[src/rtl/vc_net_mem_adapter_mo_if.sv]
// Handshake bundle between a network terminal, the adapter and a pipelined memory.
// memreq payload is {type, addr, len, data}; memresp payload is {type, len, data}.
interface vc_net_mem_adapter_mo_if #(
    parameter int p_num_nodes = 4,
    parameter int p_addr_sz   = 8,
    parameter int p_data_sz   = 32
);
    localparam int c_sd         = $clog2(p_num_nodes);
    localparam int c_req_sz     = 1 + p_addr_sz + 2 + p_data_sz;
    localparam int c_resp_sz    = 1 + 2 + p_data_sz;
    localparam int c_netreq_sz  = c_req_sz + 2 * c_sd;
    localparam int c_netresp_sz = c_resp_sz + 2 * c_sd;

    logic [c_netreq_sz-1:0]  netout_msg;
    logic                    netout_val;
    logic                    netout_rdy;
    logic [c_req_sz-1:0]     memreq_msg;
    logic                    memreq_val;
    logic                    memreq_rdy;
    logic [c_resp_sz-1:0]    memresp_msg;
    logic                    memresp_val;
    logic                    memresp_rdy;
    logic [c_netresp_sz-1:0] netin_msg;
    logic                    netin_val;
    logic                    netin_rdy;

    // Adapter side
    modport slave (
        input  netout_msg, netout_val,
        output netout_rdy,
        output memreq_msg, memreq_val,
        input  memreq_rdy,
        input  memresp_msg, memresp_val,
        output memresp_rdy,
        output netin_msg, netin_val,
        input  netin_rdy
    );

    // Network/memory environment side
    modport master (
        output netout_msg, netout_val,
        input  netout_rdy,
        input  memreq_msg, memreq_val,
        output memreq_rdy,
        output memresp_msg, memresp_val,
        input  memresp_rdy,
        input  netin_msg, netin_val,
        output netin_rdy
    );
endinterface

[src/rtl/vc_net_mem_adapter_mo.sv]
// Network-to-memory adapter with multiple outstanding requests: headers of in-flight
// requests sit in an in-order tag FIFO and are swapped onto the matching responses.
module vc_net_mem_adapter_mo #(
    parameter int p_num_nodes       = 4,
    parameter int p_addr_sz         = 8,
    parameter int p_data_sz         = 32,
    parameter int p_max_outstanding = 4
) (
    input  logic                                   clk,
    input  logic                                   reset,
    vc_net_mem_adapter_mo_if.slave                 bus,
    output logic [$clog2(p_max_outstanding+1)-1:0] num_inflight,
    output logic                                   err
);
    localparam int c_sd     = $clog2(p_num_nodes);
    localparam int c_req_sz = 1 + p_addr_sz + 2 + p_data_sz;
    localparam int c_tag_sz = 2 * c_sd;
    localparam int c_ptr_w  = (p_max_outstanding > 1) ? $clog2(p_max_outstanding) : 1;
    localparam int c_cnt_w  = $clog2(p_max_outstanding + 1);

    // Each entry holds {orig src, orig dest}, already in outgoing {dest, src} order.
    logic [c_tag_sz-1:0] tag_mem [p_max_outstanding];

    logic [c_ptr_w-1:0] wr_ptr_reg;
    logic [c_ptr_w-1:0] rd_ptr_reg;
    logic [c_cnt_w-1:0] count_reg;
    logic               err_reg;

    logic               full;
    logic               empty;
    logic               push;
    logic               pop;
    logic [c_sd-1:0]    req_dest;
    logic [c_sd-1:0]    req_src;
    logic [c_tag_sz-1:0] head_tag;

    function automatic logic [c_ptr_w-1:0] ptr_inc(input logic [c_ptr_w-1:0] ptr);
        return (ptr == c_ptr_w'(p_max_outstanding - 1)) ? '0 : ptr + 1'b1;
    endfunction

    assign req_dest = bus.netout_msg[c_req_sz+c_tag_sz-1 -: c_sd];
    assign req_src  = bus.netout_msg[c_req_sz+c_sd-1 -: c_sd];

    assign full  = (count_reg == c_cnt_w'(p_max_outstanding));
    assign empty = (count_reg == '0);

    // A full FIFO blocks a push even if a pop frees a slot in the same cycle.
    assign bus.memreq_msg = bus.netout_msg[c_req_sz-1:0];
    assign bus.memreq_val = bus.netout_val & ~full;
    assign bus.netout_rdy = bus.memreq_rdy & ~full;
    assign push           = bus.netout_val & bus.netout_rdy;

    // Stray responses (nothing outstanding) are always accepted and dropped.
    assign head_tag        = tag_mem[rd_ptr_reg];
    assign bus.netin_msg   = {head_tag, bus.memresp_msg};
    assign bus.netin_val   = bus.memresp_val & ~empty;
    assign bus.memresp_rdy = bus.netin_rdy | empty;
    assign pop             = bus.memresp_val & bus.netin_rdy & ~empty;

    // Storage is not reset: entries are only read while occupancy is nonzero.
    always_ff @(posedge clk) begin
        if (push) begin
            tag_mem[wr_ptr_reg] <= {req_src, req_dest};
        end
    end

    always_ff @(posedge clk) begin
        if (reset) begin
            wr_ptr_reg <= '0;
            rd_ptr_reg <= '0;
            count_reg  <= '0;
            err_reg    <= 1'b0;
        end else begin
            if (push) begin
                wr_ptr_reg <= ptr_inc(wr_ptr_reg);
            end
            if (pop) begin
                rd_ptr_reg <= ptr_inc(rd_ptr_reg);
            end
            case ({push, pop})
                2'b10:   count_reg <= count_reg + 1'b1;
                2'b01:   count_reg <= count_reg - 1'b1;
                default: count_reg <= count_reg;
            endcase
            if (bus.memresp_val && empty) begin
                err_reg <= 1'b1;
            end
        end
    end

    assign num_inflight = count_reg;
    assign err          = err_reg;
endmodule
[src/flat_wrapper.sv]
// flat-port wrapper written by rule: the top's interface ports become plain ports
module vc_net_mem_adapter_mo_flat 
#(
    parameter int p_num_nodes       = 4,
    parameter int p_addr_sz         = 8,
    parameter int p_data_sz         = 32,
    parameter int p_max_outstanding = 4
)
  (clk, reset, num_inflight, err, bus_netout_msg, bus_netout_val, bus_netout_rdy, bus_memreq_msg, bus_memreq_val, bus_memreq_rdy, bus_memresp_msg, bus_memresp_val, bus_memresp_rdy, bus_netin_msg, bus_netin_val, bus_netin_rdy);
  vc_net_mem_adapter_mo_if #(.p_num_nodes(p_num_nodes), .p_addr_sz(p_addr_sz), .p_data_sz(p_data_sz)) bus_i ();
  input  logic clk;
  input  logic reset;
  output logic [$clog2(p_max_outstanding+1)-1:0] num_inflight;
  output logic err;
  input wire logic [$bits(bus_i.netout_msg)-1:0] bus_netout_msg;
  input wire logic [$bits(bus_i.netout_val)-1:0] bus_netout_val;
  output wire logic [$bits(bus_i.netout_rdy)-1:0] bus_netout_rdy;
  output wire logic [$bits(bus_i.memreq_msg)-1:0] bus_memreq_msg;
  output wire logic [$bits(bus_i.memreq_val)-1:0] bus_memreq_val;
  input wire logic [$bits(bus_i.memreq_rdy)-1:0] bus_memreq_rdy;
  input wire logic [$bits(bus_i.memresp_msg)-1:0] bus_memresp_msg;
  input wire logic [$bits(bus_i.memresp_val)-1:0] bus_memresp_val;
  output wire logic [$bits(bus_i.memresp_rdy)-1:0] bus_memresp_rdy;
  output wire logic [$bits(bus_i.netin_msg)-1:0] bus_netin_msg;
  output wire logic [$bits(bus_i.netin_val)-1:0] bus_netin_val;
  input wire logic [$bits(bus_i.netin_rdy)-1:0] bus_netin_rdy;
  assign bus_i.netout_msg = bus_netout_msg;
  assign bus_i.netout_val = bus_netout_val;
  assign bus_netout_rdy = bus_i.netout_rdy;
  assign bus_memreq_msg = bus_i.memreq_msg;
  assign bus_memreq_val = bus_i.memreq_val;
  assign bus_i.memreq_rdy = bus_memreq_rdy;
  assign bus_i.memresp_msg = bus_memresp_msg;
  assign bus_i.memresp_val = bus_memresp_val;
  assign bus_memresp_rdy = bus_i.memresp_rdy;
  assign bus_netin_msg = bus_i.netin_msg;
  assign bus_netin_val = bus_i.netin_val;
  assign bus_i.netin_rdy = bus_netin_rdy;
  vc_net_mem_adapter_mo #(.p_num_nodes(p_num_nodes), .p_addr_sz(p_addr_sz), .p_data_sz(p_data_sz), .p_max_outstanding(p_max_outstanding)) u_core (.clk(clk), .reset(reset), .bus(bus_i), .num_inflight(num_inflight), .err(err));
endmodule
[config.mk]
export PLATFORM = sky130hd
export DESIGN_NAME = vc_net_mem_adapter_mo_flat
export DESIGN_NICKNAME = d
export VERILOG_FILES = /design/src/rtl/vc_net_mem_adapter_mo_if.sv /design/src/rtl/vc_net_mem_adapter_mo.sv /design/src/flat_wrapper.sv
export SDC_FILE = /design/constraint.sdc
export NUM_CORES = 1
export LEC_CHECK = 0
export BUFFER_PORTS_ARGS = -buffer_cell sky130_fd_sc_hd__buf_2
export CAP_MARGIN = 30
export CORE_UTILIZATION = 25
export DETAILED_ROUTE_END_ITERATION = 10
export PLACE_DENSITY = 0.71
export SYNTH_ARGS = -nofsm -noshare
export SYNTH_HDL_FRONTEND = slang
export SYNTH_SLANG_ARGS = --single-unit
[constraint.sdc]
create_clock -name clk -period 6.1 [get_ports clk]
set_input_delay 0.915 -clock clk [delete_from_list [all_inputs] [get_ports clk]]
set_output_delay 0.915 -clock clk [all_outputs]
set_load 0.01 [all_outputs]
==> metrics.cfg <==
[sta]
hold_violations=0
setup_violations=0
relSlewSlack=0.6476
tightestPinTransition_ns=0.5204
worst_slack_ns=3.635
fin_tns_setup_ns=0
holdWs_ns=0.4714
period_share=0.4041
max_freq_ghz=0.4057
clock-skew-final_ns=0.008266
slew_violations=0
min_period_ns=2.465
rsz0062_at_grt=false

[critical_path]
r2r_setup_slack_ns=3.64
cp_slowest_stage_delay_ns=0.44
path_common_cell=inv_1
worst_setup_path_end_kind=register
crit_fanout=7
worst-setup-path-type=register to register
cp-start-kind=register
critPathSlowestCell=dfxtp_1
cp.required_ns=6.30
worstPathCellList=or3b_1 -> and3_1 -> inv_1 -> ha_1 -> inv_1 -> fa_1 -> xor2_1 -> or3_1 -> a21oi_1
critPathArrivalTime_ns=2.66

[clock_tree]
cts.sinks=26
cts_buffers=3
post-cts-setup-buffers=0
htreeDepth=1
clkLatencyLatePin_ns=0.27
hold_buffers=0
cts_tree=done
cts_buffer_depth=2
root_buffer=clkbuf_8
path_clk_slew_ns=0.08
post_cts_resize_count=0

[logic_synthesis]
synth_area_leaders=buf_4 34%, edfxtp_1 28%, dfxtp_1 12%
synth.top_cell.area_share=0.3434
synth_top_family_by_area=buffers and inverters
synthFlopType=edfxtp_1
synth-adder-area-share=0.05576
syn_area_um2=1705
synth_edf_count=16
synth_cells=158
synth-xor-area-share=0.01027
syn_area_per_cell_um2=10.79
yosysTopAreaCell=buf_4
yosysSeqAreaShare=0.3991
syn_nets=253
yosysUniqueCellTypes=25
yosysWarnings=0
ys_ff_latch=26
synthArstFlopShare=0
synthMuxAreaShare=0.07337
synth_compound_area_frac=0.01981
synth-simple-area-share=0.07410

[outcome]
failed_checks=DRC
outcome=finished with violations

[placement]
place_inst=176
gp_congestion=0.6604
io_buffers=21
dpl_worst_slack_ns=3.470
dpl.hpwl_mm=1.795

[power_and_ir_drop]
peakVddDrop_mv=0.07793
p_clk_frac=0.362
power_frac_seq=0.519
power_density_nw_per_um2=281.4
combPwrFrac=0.119
intPower_uw=303.8
p_switching_uw=83.78
switching_share=0.2162
p_leak_uw=0.0005238

[cells_and_area]
drive_gt1_frac=0.3010
regMostFlops=u_core.tag_mem
finish.utilization=0.2133
instances_no_fill=180
diodes=0
area_growth_pct=-19.22
most-common-layout-cells=21 x buf_2, 16 x edfxtp_1, 10 x dfxtp_1
finalNetCount=199
largest_reg_flops=16
final_common_cell=buf_2

[global_routing]
antenna_found_initial=0
grt_use_total=0.06522
grt_pass1_wl_mm=3.588
grt_overflow_total=0
grt_max_degree=16
grt_pass1_vias=754

[worst_hold_path]
min_path_type=register to register

[drt]
drtPass1Iterations=7
drc_errors=11
vias=720
wl_per_cell_um=12.99
ant_nets=0
met1_length_mm=1.036
post_drt_via_cell_ratio=4.000
drtIter0Drc=46
dr_wl_met2_mm=1.042
top_layer=met4
drt_wl_total_mm=2.339
wl_met3_um=247

[floorplanning]
ioPinCount=178
die_area_um2=7155
die_h_um=84.59
start_util=0.2640
die_x_um=84.59
rows=29
fp.coreArea_um2=6459

[run]
cap_violations=0

## Yosys cell counts (2+ instances only)
cell	number
edfxtp_1	16
dfxtp_1	10
nor3_1	2
buf_4	78
mux2i_1	2
a21oi_1	4
and2_1	6
nand2b_1	2
nor2_1	6
xor2_1	2
mux4_2	4
or3_1	2
ha_1	6
inv_1	7
## final cells by class
cell class	instances	area [µm²]
clock buffer	3	41.29
clock inverter	1	30.03
fill	698	5081
inverter	7	26.28
multi-input combinational	45	397.9
sequential	26	680.7
tap	77	96.34
timing repair buffer	21	105.1
## per-layer routing
metal | up-vias | global-route usage
met3 | 4 | 0.02950
met4 | 0 | 0.03544
met5 | - | 0
met1 | 343 | 0.07575
li1 | 326 | -
met2 | 47 | 0.1005
## cell families (layout without fill, tap and decap cells)
kind of cell             after synthesis  in the layout
buffers and inverters                 87             32
multiplexers                           7              7
AND/OR/NAND/NOR                       23             23
adder cells (fa/ha/maj)                7              7
XOR/XNOR                               2              2
AO/OA/AOI/OAI                          6              6
flip-flops                            26             26
## path summary, 6_finish.rpt
path,startpoint,end,cells after the start
max,u_core.num_inflight[2]$_SDFFE_PP0P_,u_core.num_inflight[2]$_SDFFE_PP0P_,9
max reg2reg,u_core.num_inflight[2]$_SDFFE_PP0P_,u_core.num_inflight[2]$_SDFFE_PP0P_,9
min reg2reg,u_core.err$_SDFFE_PP0P_,u_core.err$_SDFFE_PP0P_,2
min,u_core.err$_SDFFE_PP0P_,u_core.err$_SDFFE_PP0P_,2
## through the flow
stage | cell area, µm² | total power [µW]
finish | 1378 | 387.6
global route | 1378 | 405.2
CTS | 1378 | 391.4
detailed placement | 1306 | 252.1
global placement | 1306 | 250.9
floorplan | 1705 | 287.0
## worst max-delay path: cells and delay by family, from the launching register on
kind	cells	cell delay, ns
AO/OA/AOI/OAI	1	0.15
adder cells (fa/ha/maj)	2	0.54
buffers and inverters	2	0.15
AND/OR/NAND/NOR	3	0.97
XOR/XNOR	1	0.16
flip-flops	1	0.44
## power by group through the flow
stage | clock network, µW | logic, µW | registers (µW)
2_1_floorplan | 0 | 82.1 | 205
3_3_place_gp | 0 | 45.6 | 205
3_5_place_dp | 0 | 46.4 | 206
4_1_cts | 143 | 46.8 | 202
5_1_grt | 150 | 52.2 | 203
6_report | 140 | 46.0 | 201
No activity file was read; power rests on OpenSTA's default activity.
